**src/rtl/clk_div_gen_if.sv**
```systemverilog
// Configuration write channel for clk_div_gen.
//   cfg_valid  : write request (master -> slave)
//   cfg_ready  : write can be accepted (slave -> master)
//   cfg_ch     : target channel index
//   cfg_div    : new divisor
//   cfg_phase  : new phase
//   cfg_err    : one-cycle pulse when a write targets a non-existent channel
interface clk_div_gen_if #(
  parameter int unsigned CNT_W = 8
) ();
  logic             cfg_valid;
  logic             cfg_ready;
  logic [2:0]       cfg_ch;
  logic [CNT_W-1:0] cfg_div;
  logic [CNT_W-1:0] cfg_phase;
  logic             cfg_err;

  modport master (
    output cfg_valid, cfg_ch, cfg_div, cfg_phase,
    input  cfg_ready, cfg_err
  );

  modport slave (
    input  cfg_valid, cfg_ch, cfg_div, cfg_phase,
    output cfg_ready, cfg_err
  );
endinterface

```
**src/rtl/clk_div_gen.sv**
```systemverilog
// Multi-channel programmable clock-enable / divided-clock generator with a
// lock indicator that drops whenever any channel is reconfigured.
//   refclk      : sole clock, rising edge
//   reset       : synchronous, active-high
//   ch_enable   : per-channel run enable
//   cfg         : configuration write port (slave side)
//   clk_en      : per-channel one-cycle strobe, once per period
//   clk_div_out : per-channel divided square wave
//   extlock     : configuration has settled for LOCK_CYCLES cycles
module clk_div_gen #(
  parameter int unsigned NUM_CH      = 4,
  parameter int unsigned CNT_W       = 8,
  parameter int unsigned DEF_DIV     = 5,
  parameter int unsigned DEF_PHASE   = 0,
  parameter int unsigned LOCK_CYCLES = 16
) (
  input  logic              refclk,
  input  logic              reset,
  input  logic [NUM_CH-1:0] ch_enable,
  clk_div_gen_if.slave      cfg,
  output logic [NUM_CH-1:0] clk_en,
  output logic [NUM_CH-1:0] clk_div_out,
  output logic              extlock
);

  localparam int unsigned LOCK_W = (LOCK_CYCLES > 1) ? $clog2(LOCK_CYCLES) : 1;
  localparam logic [LOCK_W-1:0] LOCK_LAST = LOCK_W'(LOCK_CYCLES - 1);

  typedef enum logic [0:0] {StSettle, StLocked} lock_state_e;

  logic [CNT_W-1:0]  div_q     [NUM_CH];
  logic [CNT_W-1:0]  phase_q   [NUM_CH];
  logic [CNT_W-1:0]  cnt_q     [NUM_CH];
  logic [CNT_W-1:0]  period    [NUM_CH];
  logic [CNT_W-1:0]  last      [NUM_CH];
  logic [CNT_W-1:0]  eff_phase [NUM_CH];
  logic [CNT_W-1:0]  half      [NUM_CH];
  logic [NUM_CH-1:0] cfg_hit;
  logic [NUM_CH-1:0] clk_en_q;
  logic [NUM_CH-1:0] clk_div_q;
  logic              cfg_fire;
  logic              cfg_bad;
  logic              cfg_err_q;
  logic              extlock_q;
  logic [LOCK_W-1:0] lock_cnt_q;
  lock_state_e       state_q;

  assign cfg.cfg_ready = ~reset;
  assign cfg_fire      = cfg.cfg_valid & cfg.cfg_ready;
  assign cfg_bad       = 32'(cfg.cfg_ch) >= NUM_CH;

  // Divisor 0 behaves as 1; phase beyond the period clamps to the last count.
  always_comb begin
    for (int i = 0; i < NUM_CH; i++) begin
      period[i]    = (div_q[i] == '0) ? CNT_W'(1) : div_q[i];
      last[i]      = period[i] - CNT_W'(1);
      eff_phase[i] = (phase_q[i] > last[i]) ? last[i] : phase_q[i];
      half[i]      = period[i] >> 1;
      cfg_hit[i]   = cfg_fire && (cfg.cfg_ch == 3'(i));
    end
  end

  always_ff @(posedge refclk) begin
    if (reset) begin
      for (int i = 0; i < NUM_CH; i++) begin
        div_q[i]   <= CNT_W'(DEF_DIV);
        phase_q[i] <= CNT_W'(DEF_PHASE);
        cnt_q[i]   <= '0;
      end
      clk_en_q  <= '0;
      clk_div_q <= '0;
      cfg_err_q <= 1'b0;
    end else begin
      for (int i = 0; i < NUM_CH; i++) begin
        clk_en_q[i]  <= ch_enable[i] && (cnt_q[i] == eff_phase[i]);
        clk_div_q[i] <= ch_enable[i] && (cnt_q[i] < half[i]);
        if (cfg_hit[i]) begin
          div_q[i]   <= cfg.cfg_div;
          phase_q[i] <= cfg.cfg_phase;
          cnt_q[i]   <= '0;
        end else if (!ch_enable[i] || (cnt_q[i] >= last[i])) begin
          cnt_q[i] <= '0;
        end else begin
          cnt_q[i] <= cnt_q[i] + CNT_W'(1);
        end
      end
      cfg_err_q <= cfg_fire && cfg_bad;
    end
  end

  // Lock FSM: a valid write always restarts settling, even on the locking edge.
  always_ff @(posedge refclk) begin
    if (reset) begin
      state_q    <= StSettle;
      lock_cnt_q <= '0;
      extlock_q  <= 1'b0;
    end else if (cfg_fire && !cfg_bad) begin
      state_q    <= StSettle;
      lock_cnt_q <= '0;
      extlock_q  <= 1'b0;
    end else begin
      unique case (state_q)
        StSettle: begin
          if (lock_cnt_q == LOCK_LAST) begin
            state_q   <= StLocked;
            extlock_q <= 1'b1;
          end else begin
            lock_cnt_q <= lock_cnt_q + LOCK_W'(1);
          end
        end
        StLocked: begin
          state_q   <= StLocked;
          extlock_q <= 1'b1;
        end
        default: begin
          state_q   <= StSettle;
          extlock_q <= 1'b0;
        end
      endcase
    end
  end

  assign clk_en      = clk_en_q;
  assign clk_div_out = clk_div_q;
  assign extlock     = extlock_q;
  assign cfg.cfg_err = cfg_err_q;

endmodule

```
**src/flat_wrapper.sv**
```systemverilog
// flat-port wrapper written by rule: the top's interface ports become plain ports
module clk_div_gen_flat 
#(
  parameter int unsigned NUM_CH      = 4,
  parameter int unsigned CNT_W       = 8,
  parameter int unsigned DEF_DIV     = 5,
  parameter int unsigned DEF_PHASE   = 0,
  parameter int unsigned LOCK_CYCLES = 16
)
  (refclk, reset, ch_enable, clk_en, clk_div_out, extlock, cfg_cfg_valid, cfg_cfg_ch, cfg_cfg_div, cfg_cfg_phase, cfg_cfg_ready, cfg_cfg_err);
  clk_div_gen_if #(.CNT_W(CNT_W)) cfg_i ();
  input  logic refclk;
  input  logic reset;
  input  logic [NUM_CH-1:0] ch_enable;
  output logic [NUM_CH-1:0] clk_en;
  output logic [NUM_CH-1:0] clk_div_out;
  output logic extlock;
  input wire logic [$bits(cfg_i.cfg_valid)-1:0] cfg_cfg_valid;
  input wire logic [$bits(cfg_i.cfg_ch)-1:0] cfg_cfg_ch;
  input wire logic [$bits(cfg_i.cfg_div)-1:0] cfg_cfg_div;
  input wire logic [$bits(cfg_i.cfg_phase)-1:0] cfg_cfg_phase;
  output wire logic [$bits(cfg_i.cfg_ready)-1:0] cfg_cfg_ready;
  output wire logic [$bits(cfg_i.cfg_err)-1:0] cfg_cfg_err;
  assign cfg_i.cfg_valid = cfg_cfg_valid;
  assign cfg_i.cfg_ch = cfg_cfg_ch;
  assign cfg_i.cfg_div = cfg_cfg_div;
  assign cfg_i.cfg_phase = cfg_cfg_phase;
  assign cfg_cfg_ready = cfg_i.cfg_ready;
  assign cfg_cfg_err = cfg_i.cfg_err;
  clk_div_gen #(.NUM_CH(NUM_CH), .CNT_W(CNT_W), .DEF_DIV(DEF_DIV), .DEF_PHASE(DEF_PHASE), .LOCK_CYCLES(LOCK_CYCLES)) u_core (.refclk(refclk), .reset(reset), .ch_enable(ch_enable), .cfg(cfg_i), .clk_en(clk_en), .clk_div_out(clk_div_out), .extlock(extlock));
endmodule
```
**config.mk**
```make
export PLATFORM = sky130hd
export DESIGN_NAME = clk_div_gen_flat
export DESIGN_NICKNAME = d
export VERILOG_FILES = /design/src/rtl/clk_div_gen_if.sv /design/src/rtl/clk_div_gen.sv /design/src/flat_wrapper.sv
export SDC_FILE = /design/constraint.sdc
export NUM_CORES = 1
export LEC_CHECK = 0
export CAP_MARGIN = 20
export CORE_ASPECT_RATIO = 0.8
export CORE_MARGIN = 2
export CORE_UTILIZATION = 55
export DETAILED_ROUTE_END_ITERATION = 6
export GPL_TIMING_DRIVEN = 0
export PLACE_DENSITY = 0.85
export SLEW_MARGIN = 25
export SYNTH_ARGS = -nofsm -noshare
export SYNTH_HDL_FRONTEND = slang
export SYNTH_SLANG_ARGS = --single-unit
```
**constraint.sdc**
```tcl
create_clock -name refclk -period 9 [get_ports refclk]
set_input_delay 1.35 -clock refclk [delete_from_list [all_inputs] [get_ports refclk]]
set_output_delay 1.35 -clock refclk [all_outputs]
set_load 0.005 [all_outputs]
```
==> results.md <==
- Status: finished clean
- Synth cell count leaders: 96 x edfxtp_1, 69 x ha_1, 61 x and2_1
- Synth area leader: edfxtp_1
- Die area: 15400 sq um
- Final min period: 4.283 ns
- Final setup vio count: 0
- Max-slew violations: 0
- Reg2reg setup slack: 5.18 ns
- Initial Utilization: 55.86%
- PwrDens: about 150 nW/um^2
- Worst endpoint required time: between 7 and 8 ns
- Die width: 138.3 microns
- Ys flop type: edfxtp_1
- Top cells by area, synth: edfxtp_1 36%, ha_1 11%, xnor2_1 4.9%, and2_1 4.8%, dfxtp_1 3.8%
- RR Startpoint: u_core.div_q[1][3]$_SDFFCE_PN0P_
- Seq/Total Area, Yosys: 40.13%
- WHS: around 0.45 ns
- Setup CP Type: in2out
- First DRT Iteration DRCs: 617
- Max-slew headroom: 40.39%
- Initial antenna violation count: 0
- Data arrival time of the critical path: 2.93 ns
- Worst-path fanout max: 8
- Share of Yosys cell area claimed by the top area cell type: 36.35%
- Routed WL per cell: ~17 microns
- Syn Area/Cell: ~9.9 sq um
- Max-Cap Viols: 0
- Worst Hold End: u_core.extlock$_SDFFE_PP0N_
- Final ANT Viol Nets: 0
- Hold Crit Class: reg2reg
- Worst-margin pin slew: approximately 0.89 ns
- Leakage: 0.003577 uW
- Area after DPL: 8655 sq um
- CTS root buffer: clkbuf_16
- Peak VDD IR: 0.0001418 V
- GR Overflow Total: 0
- Worst Hold Depth: 2
- Final core utilization: 63.02%
- Cells after Synth: 803
- Via Count: 6241
- Post-CTS setup buffer count: 0
- # rows: 39
- Area Overhead vs Synth: 12.83%
- Drt first pass iters: 5
- CP endpoint kind: primary output
- CTS resizes: 0
- Yosys warns: 0
- Total track usage: 23.87%
- Gpl congestion: between 0.9 and 1
- Crit path launch: reset
- Cell variety after synth: 74
- ANT cells: 0
- H-tree lvl count: 3
- Clock sinks: about 110
- Share of cells above drive strength 1: 4.628%
- DR vias/cell: 5.833
- Share of async-settable or async-resettable flops after synthesis: 0%
- Reg2reg path depth: 12
- WL final: around 18 mm
- Remaining DRCs: 0
- DP HPWL: approximately 13 mm
- Final Cell Area: 8949 sq um
- Yosys reg bits: 111
- Clock-pin transition on the worst setup and hold timing paths: 0.08 ns
- Worst setup SP type: primary input
- F_max: 233.5 MHz
- Largest net degree at the start of global routing: 22
- CTS tree: done
- Final period utilization: a little under half
- Max Clock Skew: 0.003323 ns
- Setup TNS: 0 ns
- Number of CTS-inserted buffers: 9
- Number of enable flip-flop cells after synthesis: between 90 and 100
- Cts hold-fix bufs: 0
- Vias in the first global route: 5907
- Ports: 37
- CTS Buffer Depth: 2
- Worst-skew pair later-pin latency: 0.36 ns
- Core area: 14200 sq um
- Die Y: 111.4 microns
- Final Net Count: 976
- Post-Syn Area: 7931 sq um
- IO Port Bufs: 36
- Top-count cell post-synth: edfxtp_1
- Hold Vio Cnt, Final: 0
- Worst r2r dst: u_core.cnt_q[0][13]$_SDFFCE_PN0P_
- First-pass GRT wire length: 29.55 mm
- RSZ-0062 raised after global routing: no
- Hold Startpoint: u_core.extlock$_SDFFE_PP0N_
==> cell families (layout without fill, tap and decap cells) <==
kind of cell             Yosys count  count (layout)  share of synthesized area (%)
adder cells (fa/ha/maj)           76              76                          11.78
flip-flops                       111             111                          40.13
buffers and inverters             67             119                          3.234
AND/OR/NAND/NOR                  293             293                          20.08
multiplexers                      11              11                          1.388
other                              1              32                        0.04728
XOR/XNOR                          77              77                          8.503
AO/OA/AOI/OAI                    167             167                          14.83
==> critical path, cell delays in order <==
cell and delay [ns]:
clkdlybuf4s50_1 0.57, clkinv_1 0.43, clkdlybuf4s50_1 0.58
==> cells in the final DEF (no fill, tap or decap), types with 6 or more instances in the layout <==
cell type and count:
a2111oi_0 7, a211oi_1 7, a21o_1 14, a21oi_1 46, a31oi_1 8, and2_1 61, and3_1 17, clkbuf_1 18
clkbuf_16 9, clkdlybuf4s50_1 36, conb_1 32, dfxtp_1 15, edfxtp_1 96, ha_1 69, inv_1 44, maj3_1 6
mux2i_1 11, nand2_1 35, nand2b_1 17, nand3_1 25, nand4_1 6, nor2_1 51, nor2b_1 11, nor3_1 28
nor4_1 10, o211ai_1 6, o21a_1 6, o21ai_0 23, or3_1 10, xnor2_1 44, xor2_1 33
==> cell type report <==
class	instances	area, sq um
Multi-Input combinational cell	656	4624
Tap cell	184	230.2
Clock buffer	9	225.2
Fill cell	1179	5251
Sequential cell	111	3183
Clock inverter	7	68.82
Buffer	22	87.58
Timing Repair Buffer	36	360.3
Inverter	45	168.9
==> through the flow <==
stage               instances  power, uW  setup slack (ns)
floorplan                 834      819.3             5.652
global placement         1054      888.4             4.322
finish                   1070       1303             4.717
detailed placement       1054      898.9             4.725
CTS                      1070       1306             4.729
global route             1070       1366             4.692
==> power breakdown <==
part | total (uW) | switching (uW) | internal, uW
Combinational | 263 | 146 | 117
Clock | 409 | 211 | 198
Sequential | 631 | 40.2 | 591
Total | 1300 | 397 | 906
==> routing by layer <==
| layer | vias up | global-route usage (%) | wire (microns) |
|---|---|---|---|
| met5 | - | 0 | 0 |
| li1 | 3091 | - | - |
| met3 | 18 | 4.989 | 913 |
| met2 | 160 | 37.76 | 8240 |
| met4 | 0 | 6.259 | 244 |
| met1 | 2972 | 33.80 | 8535 |
==> sequential cells by signal (all words and copies together), names as in the netlist <==
signal / count
u_core.clk_en: 4
u_core.clk_div_out: 4
u_core.state_q: 1
u_core.lock_cnt_q: 4
u_core.cnt_q: 32
u_core.phase_q: 32
u_core.extlock: 1
u_core.div_q: 32
u_core.cfg.cfg_err: 1
==> worst max path at each step <==
stage          slack [ns]                          endpoint
2_1_floorplan        5.65  u_core.div_q[1][0]$_SDFFCE_PN1P_
3_3_place_gp         4.32  u_core.cnt_q[0][2]$_SDFFCE_PN0P_
3_5_place_dp         4.72                     cfg_cfg_ready
4_1_cts              4.73                     cfg_cfg_ready
5_1_grt              4.69                     cfg_cfg_ready
6_report             4.72                     cfg_cfg_ready
Note: power is estimated with default switching activity, not from simulation.
